### config.mk
export PLATFORM = sky130hd
export DESIGN_NAME = mux_scan_sequencer
export DESIGN_NICKNAME = d
export VERILOG_FILES = /design/src/rtl/mux_scan_pkg.sv /design/src/rtl/mux_scan_sequencer_step_timer.sv /design/src/rtl/mux_scan_sequencer.sv
export SDC_FILE = /design/constraint.sdc
export NUM_CORES = 1
export LEC_CHECK = 0
export CORE_ASPECT_RATIO = 1.4
export CORE_MARGIN = 2
export CORE_UTILIZATION = 61
export DETAILED_ROUTE_END_ITERATION = 6
export DONT_BUFFER_PORTS = 1
export PLACE_DENSITY = 0.89
export SYNTH_ARGS = -nofsm -noshare
export SYNTH_HDL_FRONTEND = slang
export SYNTH_SLANG_ARGS = --single-unit
### constraint.sdc
create_clock -name clk -period 2.5 [get_ports clk]
set_input_delay 0.625 -clock clk [delete_from_list [all_inputs] [get_ports clk]]
set_output_delay 0.625 -clock clk [all_outputs]
set_load 0.02 [all_outputs]
### src/rtl/mux_scan_pkg.sv
// mux_scan_pkg
//   Shared types and helpers for the mux scan sequencer.
//   - state_e     : sequencer FSM state (IDLE / STEP)
//   - ser_out_t   : registered serial output bundle (valid, last, data)
//   - n_in()      : number of mux data inputs for a given select width
//   - start_idx() : first select value of a word, by scan direction
//   - end_idx()   : final select value of a word, by scan direction
package mux_scan_pkg;

    typedef enum logic {
        IDLE = 1'b0,
        STEP = 1'b1
    } state_e;

    typedef struct packed {
        logic valid;
        logic last;
        logic data;
    } ser_out_t;

    localparam int DEF_SEL_W = 3;
    // Step counter is wide enough for the largest legal DIV (255).
    localparam int CNT_W     = 8;

    function automatic int n_in(input int sel_w);
        return 2 ** sel_w;
    endfunction

    function automatic int start_idx(input int sel_w, input bit lsb_first);
        return lsb_first ? 0 : n_in(sel_w) - 1;
    endfunction

    function automatic int end_idx(input int sel_w, input bit lsb_first);
        return lsb_first ? n_in(sel_w) - 1 : 0;
    endfunction

endpackage

### src/rtl/mux_scan_sequencer_step_timer.sv
// step_timer
//   Clocks-per-step counter. While run is high it counts 0..DIV-1 and
//   raises sample combinationally in the last cycle of each step, then
//   wraps to 0. Outside STEP, and on clr (new word / abort), it is held
//   at 0 so the next step always starts from a full DIV count.
//   Ports:
//     clk, rst_n : clock, async active-low reset
//     run        : sequencer is in STEP
//     clr        : restart the step count next cycle
//     sample     : current cycle is the last cycle of a step
module step_timer
    import mux_scan_pkg::*;
#(
    parameter int DIV = 4
) (
    input  logic clk,
    input  logic rst_n,
    input  logic run,
    input  logic clr,
    output logic sample
);

    localparam logic [CNT_W-1:0] LAST = CNT_W'(DIV - 1);

    logic [CNT_W-1:0] cnt_q, cnt_d;

    assign sample = run && (cnt_q == LAST);

    always_comb begin
        cnt_d = cnt_q + 1'b1;
        if (clr || !run || sample) begin
            cnt_d = '0;
        end
    end

    always_ff @(posedge clk or negedge rst_n) begin
        if (!rst_n) begin
            cnt_q <= '0;
        end else begin
            cnt_q <= cnt_d;
        end
    end

endmodule

### src/rtl/mux_scan_sequencer.sv
// mux_scan_sequencer
//   Front end of a parallel-to-serial converter built around an external
//   combinational N_IN:1 mux. A word accepted on the in_valid/in_ready
//   handshake is held on mux_i while mux_s walks every input, one step per
//   DIV clocks. The mux output is sampled in the last cycle of each step
//   and presented one cycle later as a ser_valid strobe (ser_last on the
//   final bit). A new word can be taken in the final sample cycle, so
//   consecutive words stream with no gap between strobes.
//   Ports:
//     clk, rst_n          : clock, async active-low reset
//     in_valid/in_ready   : word handshake; in_data is the word
//     abort               : drop the word in flight (ignored when idle)
//     mux_i, mux_s        : registered mux data inputs and select
//     mux_y               : mux output, combinational from mux_i/mux_s
//     ser_bit/valid/last  : registered serial output
//     busy                : word in flight or final strobe pending
module mux_scan_sequencer
    import mux_scan_pkg::*;
#(
    parameter int  SEL_W     = DEF_SEL_W,
    parameter int  DIV       = 4,
    parameter bit  LSB_FIRST = 1'b1,
    localparam int N_IN      = n_in(SEL_W)
) (
    input  logic             clk,
    input  logic             rst_n,
    input  logic             in_valid,
    output logic             in_ready,
    input  logic [N_IN-1:0]  in_data,
    input  logic             abort,
    output logic [N_IN-1:0]  mux_i,
    output logic [SEL_W-1:0] mux_s,
    input  logic             mux_y,
    output logic             ser_bit,
    output logic             ser_valid,
    output logic             ser_last,
    output logic             busy
);

    localparam int               START_I = start_idx(SEL_W, LSB_FIRST);
    localparam int               END_I   = end_idx(SEL_W, LSB_FIRST);
    localparam logic [SEL_W-1:0] START_S = START_I[SEL_W-1:0];
    localparam logic [SEL_W-1:0] END_S   = END_I[SEL_W-1:0];

    state_e           state_q, state_d;
    logic [N_IN-1:0]  mux_i_q, mux_i_d;
    logic [SEL_W-1:0] mux_s_q, mux_s_d;
    ser_out_t         ser_q, ser_d;

    logic run;
    logic sample;
    logic at_end;
    logic load;
    logic clr;

    assign run    = (state_q == STEP);
    assign at_end = (mux_s_q == END_S);
    // Restart the step count on a new word and on abort; an abort mid-step
    // must not leave a partial count behind for the next word.
    assign clr    = load || (run && abort);

    step_timer #(
        .DIV(DIV)
    ) u_step_timer (
        .clk   (clk),
        .rst_n (rst_n),
        .run   (run),
        .clr   (clr),
        .sample(sample)
    );

    // Ready when idle, or in the final sample cycle of a word so the next
    // word follows without a bubble. Abort wins over acceptance.
    assign in_ready = (state_q == IDLE) || (run && sample && at_end && !abort);

    always_comb begin
        state_d     = state_q;
        mux_i_d     = mux_i_q;
        mux_s_d     = mux_s_q;
        ser_d       = '0;
        ser_d.data  = ser_q.data;
        load        = 1'b0;

        case (state_q)
            IDLE: begin
                if (in_valid) begin
                    load = 1'b1;
                end
            end
            STEP: begin
                if (abort) begin
                    // mux_i/mux_s hold; no strobe for the partial step.
                    state_d = IDLE;
                end else if (sample) begin
                    ser_d.data  = mux_y;
                    ser_d.valid = 1'b1;
                    ser_d.last  = at_end;
                    if (!at_end) begin
                        mux_s_d = LSB_FIRST ? mux_s_q + 1'b1 : mux_s_q - 1'b1;
                    end else if (in_valid) begin
                        load = 1'b1;
                    end else begin
                        state_d = IDLE;
                    end
                end
            end
            default: state_d = IDLE;
        endcase

        if (load) begin
            mux_i_d = in_data;
            mux_s_d = START_S;
            state_d = STEP;
        end
    end

    always_ff @(posedge clk or negedge rst_n) begin
        if (!rst_n) begin
            state_q <= IDLE;
            mux_i_q <= '0;
            mux_s_q <= '0;
            ser_q   <= '0;
        end else begin
            state_q <= state_d;
            mux_i_q <= mux_i_d;
            mux_s_q <= mux_s_d;
            ser_q   <= ser_d;
        end
    end

    assign mux_i     = mux_i_q;
    assign mux_s     = mux_s_q;
    assign ser_bit   = ser_q.data;
    assign ser_valid = ser_q.valid;
    assign ser_last  = ser_q.last;
    // Stay busy through the strobe of the final bit.
    assign busy      = run || ser_q.valid;

endmodule

==> reports/results.ini, run 1 <==
[route]
viasPerCell = 7.20
wl_um = 2950
firstDrtPassIters = 5
vias = 1102
drc = 0
wl_per_cell_um = 19.3
ant_nets = 0
drt_iter0_markers = 60

[synthesis]
ys.flop_type = dfrtp_1
synth_edf_count = 0
synth_fp_nets = 151
async_flop_share_pct = 100
synth_cell_types = 33
yosysWarnings = 0
syn_area_mm2 = 0.00134
yosysSeqAreaShare_pct = 43.1
ys_ff_latch = 23
avgSynthCellArea_um2 = 9.89
syn_inst = 135

[setup_path]
reg2reg_slack_ns = 0.44
cp_data_arrival_time_ns = 1.67
crit_path_start_kind = flip-flop
reg2reg_to = run$_DFF_PN0_
worst-setup-path-type = reg -> out
setup.worst_path.start = u_step_timer.cnt_q[0]$_DFF_PN0_
cp.required_ns = 1.88
cp_max_fo = 5
r2r_start = mux_s[1]$_DFFE_PN0P_
end_kind = output pin
reg2reg_depth = 5
setup.worst_path.end = in_ready

[run_status]
outcome = complete, no violations

[timing]
setup-violations-final = 0
period_needed_ns = 2.30
hold_violations = 0
fin_worst_skew_ns = 0.00847
tightest_slew_ns = 1.04
relSlewSlack_pct = 30.4
rsz0062_at_grt = no
drv_slew = 0
tns_ns = 0
min_period_over_period_pct = 91.9
fmax_mhz = 435

[cts]
ctsLongestPathBuffers = 2
clock-sinks = 23
worstSkewPairLatency_ns = 0.31
cts_htree_levels = 1
clock-root-buffer = clkbuf_4
postCtsSetupBuffers = 0
cts_tree = built
clkSlewWorstSetupHoldPaths_ns = 0.13
cts_resized = 0
cts_buffers = 3
cts_hold_buf = 1

[finish]
final_util_pct = 63.3
nNetsFinal = 148
final_common_cell = dfrtp_1
diodes = 0
final_cell_mix = 23 x dfrtp_1, 13 x nand3_1, 9 x nand4_1, 9 x and3_1
layout-area-overhead-vs-synth_pct = 0.843
drive_gt1_share_pct = 10.7

[power]
ir_drop_mv = 0.390
power.leakage_nw = 0.540
powerDensity_mw_per_mm2 = 613

[floorplanning]
dieArea_mm2 = 0.00258
io_pins = 29
core_area_mm2 = 0.00213
die_x_um = 43.5
fp.dieH_um = 59.4
floorplan.rows = 20
start_util_pct = 62.8

[grt]
grt_max_degree = 30
grt_pass1_vias = 1075
grt_pass1_wl_um = 4840
track_usage_pct = 24.7
antenna_found_initial = 0
gr-total-overflow = 0

[placement]
globalplace.congestion = 0.847
portBuffers = 0
dp_hpwl_um = 1970

[worst_hold_path]
whs_path_depth = 1
hold_class = in -> reg

[run]
cap_violations = 0

cells in the mapped netlist (3+ instances only):
cell	count	area [um^2]
a221oi_1	8	70.1
nor2b_1	3	18.8
o21ai_0	4	20.0
or3_1	3	18.8
dfrtp_1	23	576
nor2_1	6	22.5
a311o_2	3	33.8
ha_1	3	37.5
a21oi_1	5	25.0
clkbuf_1	4	15.0
o211ai_1	8	60.1
nand3_1	13	65.1
nand2_1	4	15.0
nand4_1	9	56.3
buf_4	3	22.5
inv_1	4	15.0
and3_1	9	56.3
critical path, stage by stage, from the launching register on:
cell	delay, ns
dfrtp_1	0.44
ha_1	0.26
nor4b_2	0.30
nand3_1	0.16
nand2_1	0.20
worst min-delay path by stage:
stage	endpoint	startpoint
final	run$_DFF_PN0_	abort
after global routing	run$_DFF_PN0_	abort
after CTS	run$_DFF_PN0_	abort
after detailed placement	mux_i[0]$_DFFE_PN0P_	rst_n
after global placement	mux_i[0]$_DFFE_PN0P_	rst_n
after floorplan	mux_i[0]$_DFFE_PN0P_	rst_n
final cells by class:
type,instances,area [um^2]
Multi-Input combinational cell,96,673
Timing Repair Buffer,3,25.0
Fill cell,179,781
Clock buffer,4,26.3
Sequential cell,23,576
Tap cell,22,27.5
Inverter,5,18.8
kinds of logic (layout without fill, tap and decap cells):
family / Yosys count / in the layout / share of synthesized area (%)
buffers and inverters: 16 / 12 / 6.47
flip-flops: 23 / 23 / 43.1
AO/OA/AOI/OAI: 31 / 31 / 17.4
adder cells (fa/ha/maj): 3 / 3 / 2.81
XOR/XNOR: 3 / 3 / 1.97
AND/OR/NAND/NOR: 58 / 58 / 27.4
multiplexers: 1 / 1 / 0.843
per-stage QoR:
step | total power [mW] | hold WS (ns) | instance area (um^2) | instances | setup WS (ns)
finish | 0.825 | 0.424 | 1350 | 153 | 0.204
global route | 0.868 | 0.397 | 1350 | 153 | 0.0787
CTS | 0.825 | 0.408 | 1350 | 153 | 0.200
detailed placement | 0.648 | 0.330 | 1310 | 148 | 0.479
global placement | 0.637 | 0.330 | 1310 | 148 | 0.528
floorplan | 0.623 | 0.329 | 1340 | 135 | 0.438
report_power, final:
part,total (mW),leakage (nW),switching [mW],internal [mW]
logic,0.138,0.237,0.0723,0.0654
registers,0.514,0.288,0.103,0.411
clock network,0.173,0.0150,0.111,0.0623
total,0.825,0.540,0.286,0.538
registers in the layout, indices dropped and copies added, names as in the netlist:
| name | cells |
|---|---|
| mux_s | 3 |
| ser_bit | 1 |
| run | 1 |
| ser_valid | 1 |
| u_step_timer.cnt_q | 8 |
| ser_last | 1 |
| mux_i | 8 |
per-layer routing:
metal / part of all wire (%) / wire [um] / global-route usage (%)
met1: 39 / 1160 / 28.9
met2: 52 / 1540 / 44.3
met3: 7.1 / 209 / 4.27
met4: 1.2 / 34 / 9.09
met5: 0 / 0 / 0
Note: power is estimated with default switching activity, not from simulation.
==> run 2: changes to the inputs <==
CORE_MARGIN = default   (was 2)
==> run 2 against run 1 <==
Compared with the run above: register-to-register slack got worse by 0.06 ns; maximum frequency decreased by 1.8%; combinational power about the same; sequential share of layout area decreased by 0.24 points; via count about the same; non-clock buffer count unchanged; clock skew decreased by 0.0076 ns; sequential power about the same; wire length decreased by 3.6%; largest power group unchanged; setup slack got worse by 0.041 ns.
==> reports/results.ini, run 2 (synthesis gave the netlist of run 1 again) <==
[run_status]
outcome = complete, no violations

[cts]
clock-root-buffer = clkbuf_4
cts_buffers = 3
ctsLongestPathBuffers = 2
clkSlewWorstSetupHoldPaths_ns = 0.12
cts_tree = built
worstSkewPairLatency_ns = 0.32
postCtsSetupBuffers = 0
clock-sinks = 23
cts_htree_levels = 1

[floorplanning]
fp.dieH_um = 57.4
io_pins = 29
start_util_pct = 66.1
dieArea_mm2 = 0.00238
core_area_mm2 = 0.00202
floorplan.rows = 19
die_x_um = 41.5

[timing]
fmax_mhz = 428
tns_ns = 0
rsz0062_at_grt = no
tightest_slew_ns = 1.01
fin_worst_skew_ns = 0.000876
postLayoutSetupSlackWorst_ns = 0.162
hold_violations = 0
drv_slew = 0
period_needed_ns = 2.34
setup-violations-final = 0
min_period_over_period_pct = 93.5
relSlewSlack_pct = 32.3

[finish]
diodes = 0
final_common_cell = dfrtp_1
final_cell_mix = 23 x dfrtp_1, 13 x nand3_1, 9 x nand4_1, 9 x and3_1
nNetsFinal = 148
drive_gt1_share_pct = 10.7
layout-area-overhead-vs-synth_pct = 1.41
stdcell_count = 152
multiInputGateArea_um2 = 682
final_util_pct = 67.0
regArea_um2 = 576
final.fill_count = 156

[placement]
place_inst = 147
place_ws_ns = 0.424
portBuffers = 0
dp_hpwl_um = 2010
globalplace.congestion = 0.803

[route]
wl_um = 2840
drt-met1-wl_um = 1140
wl_met3_um = 126
drt_iter0_markers = 22
vias = 1103
viasPerCell = 7.26
wl_per_cell_um = 18.7
ant_nets = 0
wl_met2_um = 1500
firstDrtPassIters = 4
highest_layer = met4
drc = 0

[grt]
grt_max_degree = 30
grt_pass1_wl_um = 5100
track_usage_pct = 27.8
gr-total-overflow = 0
antenna_found_initial = 0
grt_pass1_vias = 1183

[setup_path]
end_kind = output pin
crit_path_start_kind = flip-flop
cp_data_arrival_time_ns = 1.71
reg2reg_depth = 5
worst-setup-path-type = reg -> out
cp_max_fo = 5
cp.required_ns = 1.88

[worst_hold_path]
whs_path_depth = 1
hold_class = in -> reg

[power]
powerDensity_mw_per_mm2 = 609
ir_drop_mv = 0.494
power_mw = 0.824
power.leakage_nw = 0.544

[run]
cap_violations = 0

[run 2: area by class of cell]
type                       instances  area share [%]
multi-input combinational         96            50.4
sequential                        23            42.5
clock buffer                       4            1.94
tap                               21            1.94
timing repair buffer               3            1.85
inverter                           5            1.39
[run 2: metrics by stage]
| stage | hold WS, ns | instance area, um^2 |
|---|---|---|
| final | 0.415 | 1350 |
| after floorplan | 0.329 | 1340 |
| after global placement | 0.330 | 1310 |
| after CTS | 0.395 | 1350 |
| after global routing | 0.392 | 1350 |
| after detailed placement | 0.330 | 1310 |
[run 2: worst paths after layout]
| kind | slack [ns] | end | start |
|---|---|---|---|
| setup / recovery | 0.16 | in_ready | u_step_timer.cnt_q[0]$_DFF_PN0_ |
| hold / removal | 0.42 | run$_DFF_PN0_ | abort |
| setup reg to reg | 0.38 | mux_i[5]$_DFFE_PN0P_ | mux_s[1]$_DFFE_PN0P_ |
| hold reg to reg | 0.53 | u_step_timer.cnt_q[0]$_DFF_PN0_ | u_step_timer.cnt_q[0]$_DFF_PN0_ |
| max in group asynchronous | 0.98 | mux_i[3]$_DFFE_PN0P_ | rst_n |
| min in group asynchronous | 0.91 | mux_i[4]$_DFFE_PN0P_ | rst_n |
[run 2: repair_timing]
action                     4_1_cts  5_1_grt
hold buffers                     1        0
setup endpoints to repair        0        1
hold endpoints to repair        23        0
resized for setup                0        1
[run 2: where the power goes]
part	switching [mW]	internal, mW	leakage [nW]
combinational	0.0727	0.0648	0.241
clock	0.112	0.0625	0.0150
sequential	0.101	0.411	0.288
total	0.286	0.538	0.544
[run 2: critical path: stages (launching register included)]
cell	delay [ns]
dfrtp_1	0.43
ha_1	0.26
nor4b_2	0.32
nand3_1	0.16
nand2_1	0.21
[run 2: layer usage]
metal	vias up	track usage (%)
met2	39	48.2
li1	510	-
met5	-	0
met1	546	31.4
met4	0	17.1
met3	8	4.75
